$ cat config.mk
export PLATFORM = sky130hd
export DESIGN_NAME = shift_add_mult_flat
export DESIGN_NICKNAME = d
export VERILOG_FILES = /design/src/rtl/shift_add_mult_pkg.sv /design/src/rtl/shift_add_mult_if.sv /design/src/rtl/shift_add_mult_abs.sv /design/src/rtl/shift_add_mult.sv /design/src/flat_wrapper.sv
export SDC_FILE = /design/constraint.sdc
export NUM_CORES = 1
export LEC_CHECK = 0
export BUFFER_PORTS_ARGS = -buffer_cell sky130_fd_sc_hd__buf_4
export CAP_MARGIN = 0
export CORE_MARGIN = 2
export CORE_UTILIZATION = 61
export CTS_CLUSTER_DIAMETER = 40
export DETAILED_ROUTE_END_ITERATION = 8
export PLACE_DENSITY = 0.81
export SLEW_MARGIN = 20
export SYNTH_ARGS = -nofsm -noshare
export SYNTH_HDL_FRONTEND = slang
export SYNTH_SLANG_ARGS = --single-unit
$ cat constraint.sdc
create_clock -name clk -period 4.8 [get_ports clk]
set_input_delay 0.72 -clock clk [delete_from_list [all_inputs] [get_ports clk]]
set_output_delay 0.72 -clock clk [all_outputs]
set_load 0.05 [all_outputs]
$ cat src/rtl/shift_add_mult_pkg.sv
// mult_pkg: shared FSM state type and iteration-counter width helper for shift_add_mult.
package mult_pkg;
    typedef enum logic [1:0] {IDLE, RUN, DONE} mult_state_t;
    function automatic int cnt_width(input int width);
        return $clog2(width);
    endfunction
endpackage

$ cat src/rtl/shift_add_mult_if.sv
// shift_add_mult_if: multiplier handshake bundle.
//   start/sgn/a/b : request and operands, driven by the master
//   busy/done/product : status and full-width result, driven by the multiplier (slave)
interface shift_add_mult_if #(parameter int WIDTH = 16);
    logic                   start;
    logic                   sgn;
    logic [WIDTH-1:0]       a;
    logic [WIDTH-1:0]       b;
    logic                   busy;
    logic                   done;
    logic [2*WIDTH-1:0]     product;
    modport master(output start, sgn, a, b, input busy, done, product);
    modport slave(input start, sgn, a, b, output busy, done, product);
endinterface

$ cat src/rtl/shift_add_mult_abs.sv
// mult_abs: WIDTH-bit conditional absolute value.
//   value : operand; en : treat value as two's complement; mag : |value| when en, else value
// The most negative input maps to itself, which read as unsigned is its true magnitude.
module mult_abs #(parameter int WIDTH = 16) (
    input  logic [WIDTH-1:0] value,
    input  logic             en,
    output logic [WIDTH-1:0] mag
);
    assign mag = (en && value[WIDTH-1]) ? -value : value;
endmodule

$ cat src/rtl/shift_add_mult.sv
// shift_add_mult: sequential shift-and-add multiplier, start/busy/done handshake.
//   clk, rst (sync, active-high); bus : shift_add_mult_if slave (start, sgn, a, b -> busy, done, product)
//   Optional macro SHIFT_ADD_MULT_EARLY_EXIT_EN: finish as soon as no multiplier bits remain.
module shift_add_mult
    import mult_pkg::*;
#(parameter int WIDTH = 16) (
    input  logic              clk,
    input  logic              rst,
    shift_add_mult_if.slave   bus
);
    localparam int CW = cnt_width(WIDTH);
    mult_state_t         state;
    logic [WIDTH-1:0]    a_mag, b_mag, mp, mp_next;
    logic [2*WIDTH-1:0]  mc, acc, acc_next;
    logic [CW-1:0]       cnt;
    logic                neg, last;
    mult_abs #(.WIDTH(WIDTH)) u_abs_a (.value(bus.a), .en(bus.sgn), .mag(a_mag));
    mult_abs #(.WIDTH(WIDTH)) u_abs_b (.value(bus.b), .en(bus.sgn), .mag(b_mag));
    assign acc_next = mp[0] ? acc + mc : acc;
    assign mp_next  = mp >> 1;
`ifdef SHIFT_ADD_MULT_EARLY_EXIT_EN
    assign last = (cnt == CW'(WIDTH - 1)) || (mp_next == '0);
`else
    assign last = cnt == CW'(WIDTH - 1);
`endif
    always_ff @(posedge clk) begin
        if (rst) begin
            state       <= IDLE;
            mc          <= '0;
            mp          <= '0;
            acc         <= '0;
            cnt         <= '0;
            neg         <= 1'b0;
            bus.busy    <= 1'b0;
            bus.done    <= 1'b0;
            bus.product <= '0;
        end else if (state == RUN) begin
            acc <= acc_next;
            mc  <= mc << 1;
            mp  <= mp_next;
            cnt <= cnt + 1'b1;
            if (last) begin
                state       <= DONE;
                bus.busy    <= 1'b0;
                bus.done    <= 1'b1;
                bus.product <= neg ? -acc_next : acc_next;
            end
        end else begin
            bus.done <= 1'b0;
            if (bus.start) begin
                state    <= RUN;
                bus.busy <= 1'b1;
                mc       <= {{WIDTH{1'b0}}, a_mag};
                mp       <= b_mag;
                neg      <= bus.sgn & (bus.a[WIDTH-1] ^ bus.b[WIDTH-1]);
                acc      <= '0;
                cnt      <= '0;
            end else begin
                state <= IDLE;
            end
        end
    end
endmodule

$ cat src/flat_wrapper.sv
// flat-port wrapper written by rule: the top's interface ports become plain ports
module shift_add_mult_flat import mult_pkg::*;
#(parameter int WIDTH = 16)
  (clk, rst, bus_start, bus_sgn, bus_a, bus_b, bus_busy, bus_done, bus_product);
  shift_add_mult_if #(.WIDTH(WIDTH)) bus_i ();
  input  logic clk;
  input  logic rst;
  input wire logic [$bits(bus_i.start)-1:0] bus_start;
  input wire logic [$bits(bus_i.sgn)-1:0] bus_sgn;
  input wire logic [$bits(bus_i.a)-1:0] bus_a;
  input wire logic [$bits(bus_i.b)-1:0] bus_b;
  output wire logic [$bits(bus_i.busy)-1:0] bus_busy;
  output wire logic [$bits(bus_i.done)-1:0] bus_done;
  output wire logic [$bits(bus_i.product)-1:0] bus_product;
  assign bus_i.start = bus_start;
  assign bus_i.sgn = bus_sgn;
  assign bus_i.a = bus_a;
  assign bus_i.b = bus_b;
  assign bus_busy = bus_i.busy;
  assign bus_done = bus_i.done;
  assign bus_product = bus_i.product;
  shift_add_mult #(.WIDTH(WIDTH)) u_core (.clk(clk), .rst(rst), .bus(bus_i));
endmodule
==> results_dict.tcl, run 1 <==
set metrics [dict create \
    status "complete, no violations" \
    grt-ovfl-total 0 \
    ios 70 \
    die_area_um2 13900 \
    power.density_nw_per_um2 291 \
    hpwl_um 15100 \
    fin_crit_ns 4.27 \
    fin_ws_ns 0.527 \
    die_h_um 118 \
    synth_ff_type "dfxtp_1" \
    initial_core_util 0.625 \
    grt_pass1_wl_um 35100 \
    post_drt_wl_per_cell_um 17.2 \
    critPathLaunchType "flop" \
    grt_usage 0.307 \
    place_congestion 0.940 \
    hold_buffers 0 \
    relSlewSlack 0.351 \
    netlist_area_um2 7920 \
    ant_nets 0 \
    p_switching_mw 0.707 \
    power_leakage_nw 3.65 \
    ys_seq_area_frac 0.306 \
    syn_nets 1069 \
    synth.distinct_cells 77 \
    port_buffers 69 \
    grt_max_degree 63 \
    worstMarginPinSlew_ns 0.968 \
    cts_sinks 121 \
    skew_ns 0.00954 \
    min_path_type "flop to flop" \
    cp_max_fo 6 \
    seqPwrFrac 0.398 \
    setup_viol_count_final 0 \
    required_ns 5.11 \
    ys_ff_latch 121 \
    clock_path_buffers 2 \
    core_um2 12700 \
    place_ws_ns 0.446 \
    ir_worst_vdd_mv 0.219 \
    finalMaxSlewViolations 0 \
    cts_buffers 17 \
    critPathBufInv 0 \
    slowest_delay_ns 0.54 \
    cp-end-kind "flop" \
    drc_errors 0 \
    async_flop_share 0 \
    area_delta_synth_final_pct 15.1 \
    hold_viol_final 0 \
    switching_share 0.266 \
    internal_power_mw 1.95 \
    cts_tree "yes" \
    cp.arrival_ns 4.59 \
    rows 41 \
    finalNetCount 1111 \
    crit_chain "ha_1 > fa_1 > a211oi_2 > o211ai_1 > a21oi_1 > nor3b_1 > nor4b_1 > nand3_1 > or2_0 > or4_4 > o31ai_1 > xnor2_1 > a22o_1" \
    cpLargestDelayFamily "simple AND/OR/NAND/NOR gates" \
    vias 7706 \
    drive_gt1_frac 0.135 \
    rsz0062_at_grt "false" \
    clk_pin_slew_ns 0.05 \
    wl_um 21100 \
    first_pass_iters 5 \
    drv_cap 0 \
    clkPwrFrac 0.462 \
    grt_pass1_vias 7266 \
    drt_iter0_drc 587 \
    critPathSlowestCell "nor4b_1" \
    antenna_found_initial 0 \
    syn_inst 997 \
    die_width_um 118 \
    fin_crit_sh 0.890 \
    synth_edf_count 0 \
    avgSynthCellArea_um2 7.94 \
    max_freq_ghz 0.234 \
    cts_root_buffer "clkbuf_16" \
    critPathKind "flop to flop" \
    tns_ns 0 \
    yosysWarnings 0 \
    htreeDepth 4 \
    clkLatencyLatePin_ns 0.43 \
    n_antenna_cell 0 \
    combPwrFrac 0.140 \
    viasPerCell 6.31 \
]
[routing by layer]
| layer | track usage | wire length (µm) | vias up | part of all wire |
|---|---|---|---|---|
| met4 | 0.124 | 455 | 0 | 0.022 |
| met1 | 0.415 | 9560 | 3604 | 0.45 |
| met5 | 0 | 0 | - | 0 |
| met2 | 0.468 | 9310 | 263 | 0.44 |
| li1 | - | - | 3806 | - |
| met3 | 0.0780 | 1730 | 33 | 0.082 |
[placed cells by master (no fill, tap or decap), types with 6 or more instances in the layout]
cell type,instances
nand2b_1,8
ha_1,35
a21boi_0,6
nand3_1,18
o21a_1,9
or3_1,18
mux2i_1,13
o21ai_0,67
a31oi_1,7
nor3_1,32
clkinv_2,7
xnor2_1,27
nor4_1,9
inv_1,16
a21o_1,11
o31ai_1,14
nand2_1,87
a311oi_1,6
a22o_1,59
clkbuf_16,17
xor2_1,31
nand4_1,11
buf_4,82
dfxtp_1,120
and3_1,6
a211oi_1,28
a21oi_1,78
nor2_1,113
and2_1,7
[path summary, 6_finish.rpt]
| path | end | from | slack, ns | cells after the start |
|---|---|---|---|---|
| setup / recovery | u_core.bus.product[30] | u_core.acc[0] | 0.53 | 13 |
| hold / removal | u_core.bus.product[13] | u_core.bus.product[13] | 0.47 | 1 |
| setup reg to reg | u_core.bus.product[30] | u_core.acc[0] | 0.53 | 13 |
| hold reg to reg | u_core.bus.product[13] | u_core.bus.product[13] | 0.47 | 1 |
[synth_stat cells, types with 13 or more instances]
| master | instances | area share |
|---|---|---|
| xor2_1 | 31 | 0.034 |
| nor2_1 | 116 | 0.055 |
| xnor2_1 | 27 | 0.030 |
| mux2i_1 | 13 | 0.016 |
| o21ai_0 | 67 | 0.042 |
| or3_1 | 18 | 0.014 |
| ha_1 | 35 | 0.055 |
| a211oi_1 | 28 | 0.027 |
| dfxtp_1 | 121 | 0.31 |
| nor3_1 | 33 | 0.021 |
| a21oi_1 | 78 | 0.049 |
| nand2_1 | 87 | 0.041 |
| a22o_1 | 59 | 0.065 |
| o31ai_1 | 14 | 0.013 |
| inv_1 | 16 | 0.0076 |
| clkbuf_1 | 47 | 0.022 |
| nand3_1 | 18 | 0.011 |
[repair_timing]
| action | in CTS | in global routing |
|---|---|---|
| endpoints found under the hold margin | 0 | 0 |
| setup buffers | 0 | 0 |
| setup endpoints to repair | 0 | 3 |
| resized for setup | 0 | 1 |
[area by class of cell]
class / count / area, µm²
multi-input cells: 801 / 5240
fillers: 1047 / 3550
flip-flops and latches: 121 / 2420
repair buffers: 82 / 616
clock buffers: 20 / 457
well taps: 172 / 215
clock inverters: 10 / 103
inverters: 16 / 60.1
[power by group through the flow]
| stage | clock, mW | sequential, mW | combinational, mW |
|---|---|---|---|
| after floorplan | 0 | 1.07 | 0.264 |
| after global placement | 0 | 1.08 | 0.357 |
| after detailed placement | 0 | 1.08 | 0.364 |
| after CTS | 1.24 | 1.06 | 0.366 |
| after global routing | 1.28 | 1.06 | 0.414 |
| final | 1.23 | 1.06 | 0.373 |
[per-stage QoR]
stage | power, mW | cell area (µm²) | std cells | hold WS [ns] | util
global placement | 1.43 | 8550 | 1192 | 0.463 | 0.674
global route | 2.75 | 9120 | 1222 | 0.499 | 0.719
finish | 2.66 | 9120 | 1222 | 0.474 | 0.719
CTS | 2.66 | 9110 | 1222 | 0.482 | 0.719
floorplan | 1.33 | 7920 | 997 | 0.446 | -
detailed placement | 1.44 | 8550 | 1192 | 0.466 | 0.675
[registers in the layout, summed over array words and instances, names as in the netlist]
signal / flops
u_core.bus.product: 32
u_core.state: 2
u_core.cnt: 4
u_core.bus.done: 1
u_core.neg: 1
u_core.acc: 32
u_core.mp: 16
u_core.bus.busy: 1
u_core.mc: 32
[cells by family after synthesis]
family                   synth area share
AO/OA/AOI/OAI                       0.304
AND/OR/NAND/NOR                     0.208
flip-flops                          0.306
buffers and inverters              0.0362
XOR/XNOR                           0.0641
adder cells (fa/ha/maj)            0.0578
multiplexers                       0.0235
Power figures use the tool's default switching activity.
==> run 2, diff against run 1 <==
CORE_UTILIZATION = 55   (was 61)
PLACE_DENSITY = 0.77   (was 0.81)
clock period = 3.9 ns   (was 4.8 ns; I/O delays follow)
==> run 2 against run 1 <==
Clock power increased by 38%. Combinational power up 36%. Worst setup slack got worse by 0.49 ns. Power is 32% higher. Wire length up 5.3%. Fmax rose by 11%. Clock-buffer cell count up 1. Sequential share of layout area shrank 1.3 points. Sequential power up 23%. Core utilization shrank 3.2 points. Critical path type unchanged. Largest power group unchanged.
==> results_dict.tcl, run 2 (synthesis results as in run 1) <==
set metrics [dict create \
    p_switching_mw 0.916 \
    tns_ns 0 \
    setup_viol_count_final 0 \
    critPathLaunchType "flop" \
    place_ws_ns -0.146 \
    wl_met3_um 1570 \
    power.density_nw_per_um2 365 \
    vias 7886 \
    totalPowerFinal_mw 3.51 \
    drive_gt1_frac 0.186 \
    met1_length_um 10500 \
    fin_crit_sh 0.990 \
    finalMaxSlewViolations 0 \
    power_leakage_nw 3.87 \
    core_um2 14000 \
    initial_core_util 0.566 \
    hpwl_um 15700 \
    final_common_cell "dfxtp_1" \
    skew_ns 0.00885 \
    critPathKind "flop to flop" \
    layout_common_cells "dfxtp_1, buf_4, nor2_1, nand2_1, a21oi_1" \
    hold_viol_final 0 \
    htreeDepth 4 \
    rsz0062_at_grt "true" \
    fin_ws_ns 0.0393 \
    cp-end-kind "flop" \
    max_freq_ghz 0.259 \
    seqPwrFrac 0.371 \
    cts_root_buffer "clkbuf_16" \
    die_h_um 124 \
    finalNetCount 1147 \
    drc_errors 0 \
    cp_max_fo 4 \
    utilization 0.687 \
    rows 43 \
    min_path_type "flop to flop" \
    place_congestion 0.957 \
    status "complete, no violations" \
    clock_path_buffers 2 \
    switching_share 0.261 \
    drt_iter0_drc 629 \
    clkLatencyLatePin_ns 0.42 \
    grt_pass1_wl_um 35100 \
    grt_max_degree 63 \
    grt_pass1_vias 6928 \
    clkPwrFrac 0.485 \
    ir_worst_vdd_mv 0.281 \
    ant_nets 0 \
    antenna_found_initial 0 \
    worstMarginPinSlew_ns 0.851 \
    fin_crit_ns 3.86 \
    grt_usage 0.293 \
    grt-ovfl-total 0 \
    reg_top3 "u_core.acc: 32 flops, u_core.bus.product: 32 flops, u_core.mc: 32 flops" \
    cp.arrival_ns 4.18 \
    viasPerCell 6.22 \
    combPwrFrac 0.144 \
    stdcell_count 1268 \
    clk_pin_slew_ns 0.06 \
    port_buffers 69 \
    top_layer "met4" \
    ios 70 \
    cts_tree "yes" \
    wl_um 22200 \
    required_ns 4.22 \
    post_drt_wl_per_cell_um 17.5 \
    cts_buffers 17 \
    placedCellCount 1226 \
    first_pass_iters 6 \
    internal_power_mw 2.59 \
    drv_cap 0 \
    area_delta_synth_final_pct 21.4 \
    die_width_um 124 \
    met2_length_um 9580 \
    cts_sinks 121 \
    n_antenna_cell 0 \
    relSlewSlack 0.433 \
    die_area_um2 15400 \
]
run 2: cell count changes in the layout (fill, tap and decap cells not counted), moves of 3 or more:
cell / previous run / this run
buf_4: 82 / 117
clkinv_2: 7 / 3
ha_1: 35 / 31
ha_2: 0 / 3
run 2: path summary, 6_finish.rpt:
path	start	to	slack (ns)	cells after the start
hold / removal	u_core.bus.done	u_core.bus.done	0.46	2
setup / recovery	u_core.mc[0]	u_core.bus.product[26]	0.04	15
hold reg to reg	u_core.bus.done	u_core.bus.done	0.46	2
setup reg to reg	u_core.mc[0]	u_core.bus.product[26]	0.04	15
run 2: cell type report:
| cell class | instances | area, µm² |
|---|---|---|
| timing repair buffer | 118 | 890 |
| fill | 1196 | 4370 |
| inverter | 16 | 60.1 |
| clock buffer | 21 | 470 |
| sequential | 121 | 2430 |
| clock inverter | 11 | 168 |
| tap | 180 | 225 |
| multi-input combinational | 801 | 5380 |
run 2: power groups by stage:
stage	clock network, mW	registers [mW]	logic [mW]
finish	1.70	1.30	0.506
global placement	0	1.32	0.471
detailed placement	0	1.32	0.476
global route	1.77	1.30	0.555
floorplan	0	1.31	0.324
CTS	1.72	1.30	0.482
run 2: per-layer routing:
layer  track usage  vias to the layer above
met3        0.0582                       37
met1         0.423                     3688
met2         0.434                      290
li1              -                     3871
met5             0                        -
met4         0.105                        0
run 2: worst max-delay path: stages, from the launching register on:
cell and delay (ns):
dfxtp_4 0.36, ha_4 0.16, fa_2 0.39, a211oi_4 0.33, buf_4 0.16, nor3_1 0.05, nor3_2 0.23, nand4_1 0.18
nor4b_2 0.39, buf_4 0.18, nand3_2 0.08, or2_4 0.27, or4_4 0.48, o31ai_4 0.21, xnor2_1 0.10, a22o_1 0.19
run 2: metrics by stage:
stage / cell area [µm²] / hold slack [ns]
floorplan: 7920 / 0.446
global placement: 8750 / 0.437
detailed placement: 8750 / 0.446
CTS: 9410 / 0.458
global route: 9620 / 0.467
finish: 9620 / 0.456
run 2: what timing repair did:
action                                  in CTS  in global routing
endpoints found under the setup margin       8                 10
pin swaps                                    1                 21
gates resized for setup                      2                 32
hold buffers                                 0                  0
setup buffers                                1                  9
==> run 3, diff against run 2 <==
GPL_TIMING_DRIVEN = 0   (was not set)
SYNTH_HIERARCHICAL = 1   (was not set)
==> run 3 against run 2 <==
Register-to-register slack gained 0.12 ns. Sequential share of layout area grew 0.11 points. Global-route usage grew 0.24 points. Synthesized cell count shrank 3.5%. First-iteration DRC count shrank 17%. Core utilization shrank 2.5 points. Via count shrank 0.20%. Non-clock buffer count grew 12. Wire length grew 6.4%. Largest power group unchanged. Power grew 1.6%. Clock-buffer cell count shrank 2. Die area grew 1.8%.
==> results_dict.tcl, run 3 <==
set metrics [dict create \
    avgSynthCellArea_um2 8.39 \
    ys_seq_area_frac 0.300 \
    critPathKind "flop to flop" \
    place_ws_ns -0.0799 \
    synth.area.top_cells "dfxtp_1, ha_1, a22o_1, mux2i_1, a21oi_1" \
    reg_top3 "u_core/acc: 32 flops, u_core/bus.product: 32 flops, u_core/mc: 32 flops" \
    die_area_um2 15700 \
    fillers 1227 \
    clkLatencyLatePin_ns 0.42 \
    syn_inst 962 \
    ant_nets 0 \
    rows 44 \
    cts_tree "yes" \
    finalNetCount 1124 \
    final_area_um2 9550 \
    hpwl_um 17500 \
    netlist.area_leader.share 0.300 \
    htreeDepth 4 \
    drv_cap 0 \
    post_drt_wl_per_cell_um 18.9 \
    slowest_delay_ns 0.40 \
    min_path_type "flop to flop" \
    ir_worst_vdd_mv 0.321 \
    cp.arrival_ns 4.06 \
    synth.distinct_cells 86 \
    cts_sinks 121 \
    drc_errors 0 \
    cts_root_buffer "clkbuf_16" \
    worstMarginPinSlew_ns 0.748 \
    first_pass_iters 5 \
    netlist_area_um2 8070 \
    async_flop_share 0 \
    fin_ws_ns 0.161 \
    hold_buffers 0 \
    area_delta_synth_final_pct 18.4 \
    crit_chain "ha_1 > fa_2 > a211oi_4 > o211ai_4 > and2_1 > a211o_1 > a311oi_2 > nand3_2 > nor4_4 > and4_4 > a41oi_1 > xnor2_1 > a22o_1" \
    drt_iter0_drc 521 \
    cts_buffers 17 \
    ys_ff_latch 121 \
    ios 70 \
    grt_pass1_wl_um 37500 \
    place_congestion 0.951 \
    fin_crit_sh 0.959 \
    grt_pass1_vias 7495 \
    critPathBufInv 0 \
    rsz0062_at_grt "true" \
    cp-end-kind "flop" \
    layout_common_cells "dfxtp_1, nand2_1, nor2_1, buf_4, a21oi_1" \
    grt-ovfl-total 0 \
    wl_um 23600 \
    initial_core_util 0.559 \
    fin_crit_ns 3.74 \
    setup_viol_count_final 0 \
    max_freq_ghz 0.267 \
    final_common_cell "dfxtp_1" \
    drive_gt1_frac 0.163 \
    totalPowerFinal_mw 3.56 \
    hold_viol_final 0 \
    required_ns 4.22 \
    grt_usage 0.296 \
    die_width_um 125 \
    vias 7870 \
    clock_path_buffers 2 \
    critPathLaunchType "flop" \
    skew_ns 0.00656 \
    finalMaxSlewViolations 0 \
    critPathSlowestCell "fa_2" \
    tns_ns 0 \
    synth_common_cells "dfxtp_1, nand2_1, nor2_1, a21oi_1, o21ai_0" \
    place_area_um2 8810 \
    relSlewSlack 0.502 \
    cpLargestDelayFamily "compound AO/OA/AOI/OAI gates" \
    synth_edf_count 0 \
    antenna_found_initial 0 \
    syn_nets 1034 \
    yosysWarnings 6 \
    port_buffers 68 \
    grt_max_degree 17 \
    synth_top_cell_by_area "dfxtp_1" \
    viasPerCell 6.30 \
    clk_pin_slew_ns 0.06 \
    power_leakage_nw 3.95 \
    core_um2 14400 \
    die_h_um 125 \
    power.density_nw_per_um2 373 \
    whs_ns 0.468 \
    n_antenna_cell 0 \
    cp_max_fo 5 \
    status "complete, no violations" \
    yosysMostFrequentCell "dfxtp_1" \
    synth_ff_type "dfxtp_1" \
]
run 3: routing by layer:
metal | global-route usage | up-vias | wire (µm)
li1 | - | 3758 | -
met1 | 0.378 | 3754 | 10300
met2 | 0.483 | 295 | 11000
met3 | 0.0608 | 63 | 1440
met4 | 0.132 | 0 | 835
met5 | 0 | - | 0
run 3: worst reg2reg max path: cells and delay by family (launching register included):
family / cells / cell delay (ns)
AO/OA/AOI/OAI: 6 / 1.50
flip-flops: 1 / 0.34
AND/OR/NAND/NOR: 4 / 0.97
adder cells (fa/ha/maj): 2 / 0.64
XOR/XNOR: 1 / 0.20
run 3: area by class of cell:
| cell class | instances | area (µm²) | area share |
|---|---|---|---|
| clock buffer | 19 | 433 | 0.0453 |
| buffer | 59 | 325 | 0.0341 |
| clock inverter | 13 | 170 | 0.0178 |
| timing repair buffer | 71 | 533 | 0.0558 |
| sequential | 121 | 2420 | 0.254 |
| multi-input combinational | 764 | 5370 | 0.562 |
| inverter | 18 | 67.6 | 0.00707 |
| tap | 184 | 230 | 0.0241 |
run 3: where the power goes:
| part | switching (mW) | internal (mW) |
|---|---|---|
| Combinational | 0.377 | 0.250 |
| Clock | 0.612 | 1.01 |
| Sequential | 0.0380 | 1.28 |
| Total | 1.03 | 2.54 |
run 3: metrics by stage:
stage,cells,util
final,1249,0.662
after global routing,1249,0.662
after floorplan,962,-
after CTS,1246,0.654
after detailed placement,1214,0.611
after global placement,1214,0.611
run 3: path summary, 6_finish.rpt:
check | start | endpoint | slack, ns | cells past startpoint
worst min-delay path | u_core/bus.done | u_core/bus.done | 0.47 | 2
worst max register to register | u_core/mc[0] | u_core/bus.product[28] | 0.16 | 13
worst min register to register | u_core/bus.done | u_core/bus.done | 0.47 | 2
worst max-delay path | u_core/mc[0] | u_core/bus.product[28] | 0.16 | 13
run 3: kinds of logic after synthesis:
family | Yosys count | share of synthesized area
compound gates | 318 | 0.279
xor+xnor | 67 | 0.0727
fa+ha+maj | 36 | 0.0568
buf+inv | 77 | 0.0487
flops | 121 | 0.300
mux | 42 | 0.0527
simple gates | 301 | 0.190
run 3: timing repair:
| item | in CTS | in global routing |
|---|---|---|
| setup endpoints to repair | 2 | 10 |
| buffers inserted | 0 | 3 |
| gates resized for setup | 3 | 21 |
| pin swaps | 1 | 8 |
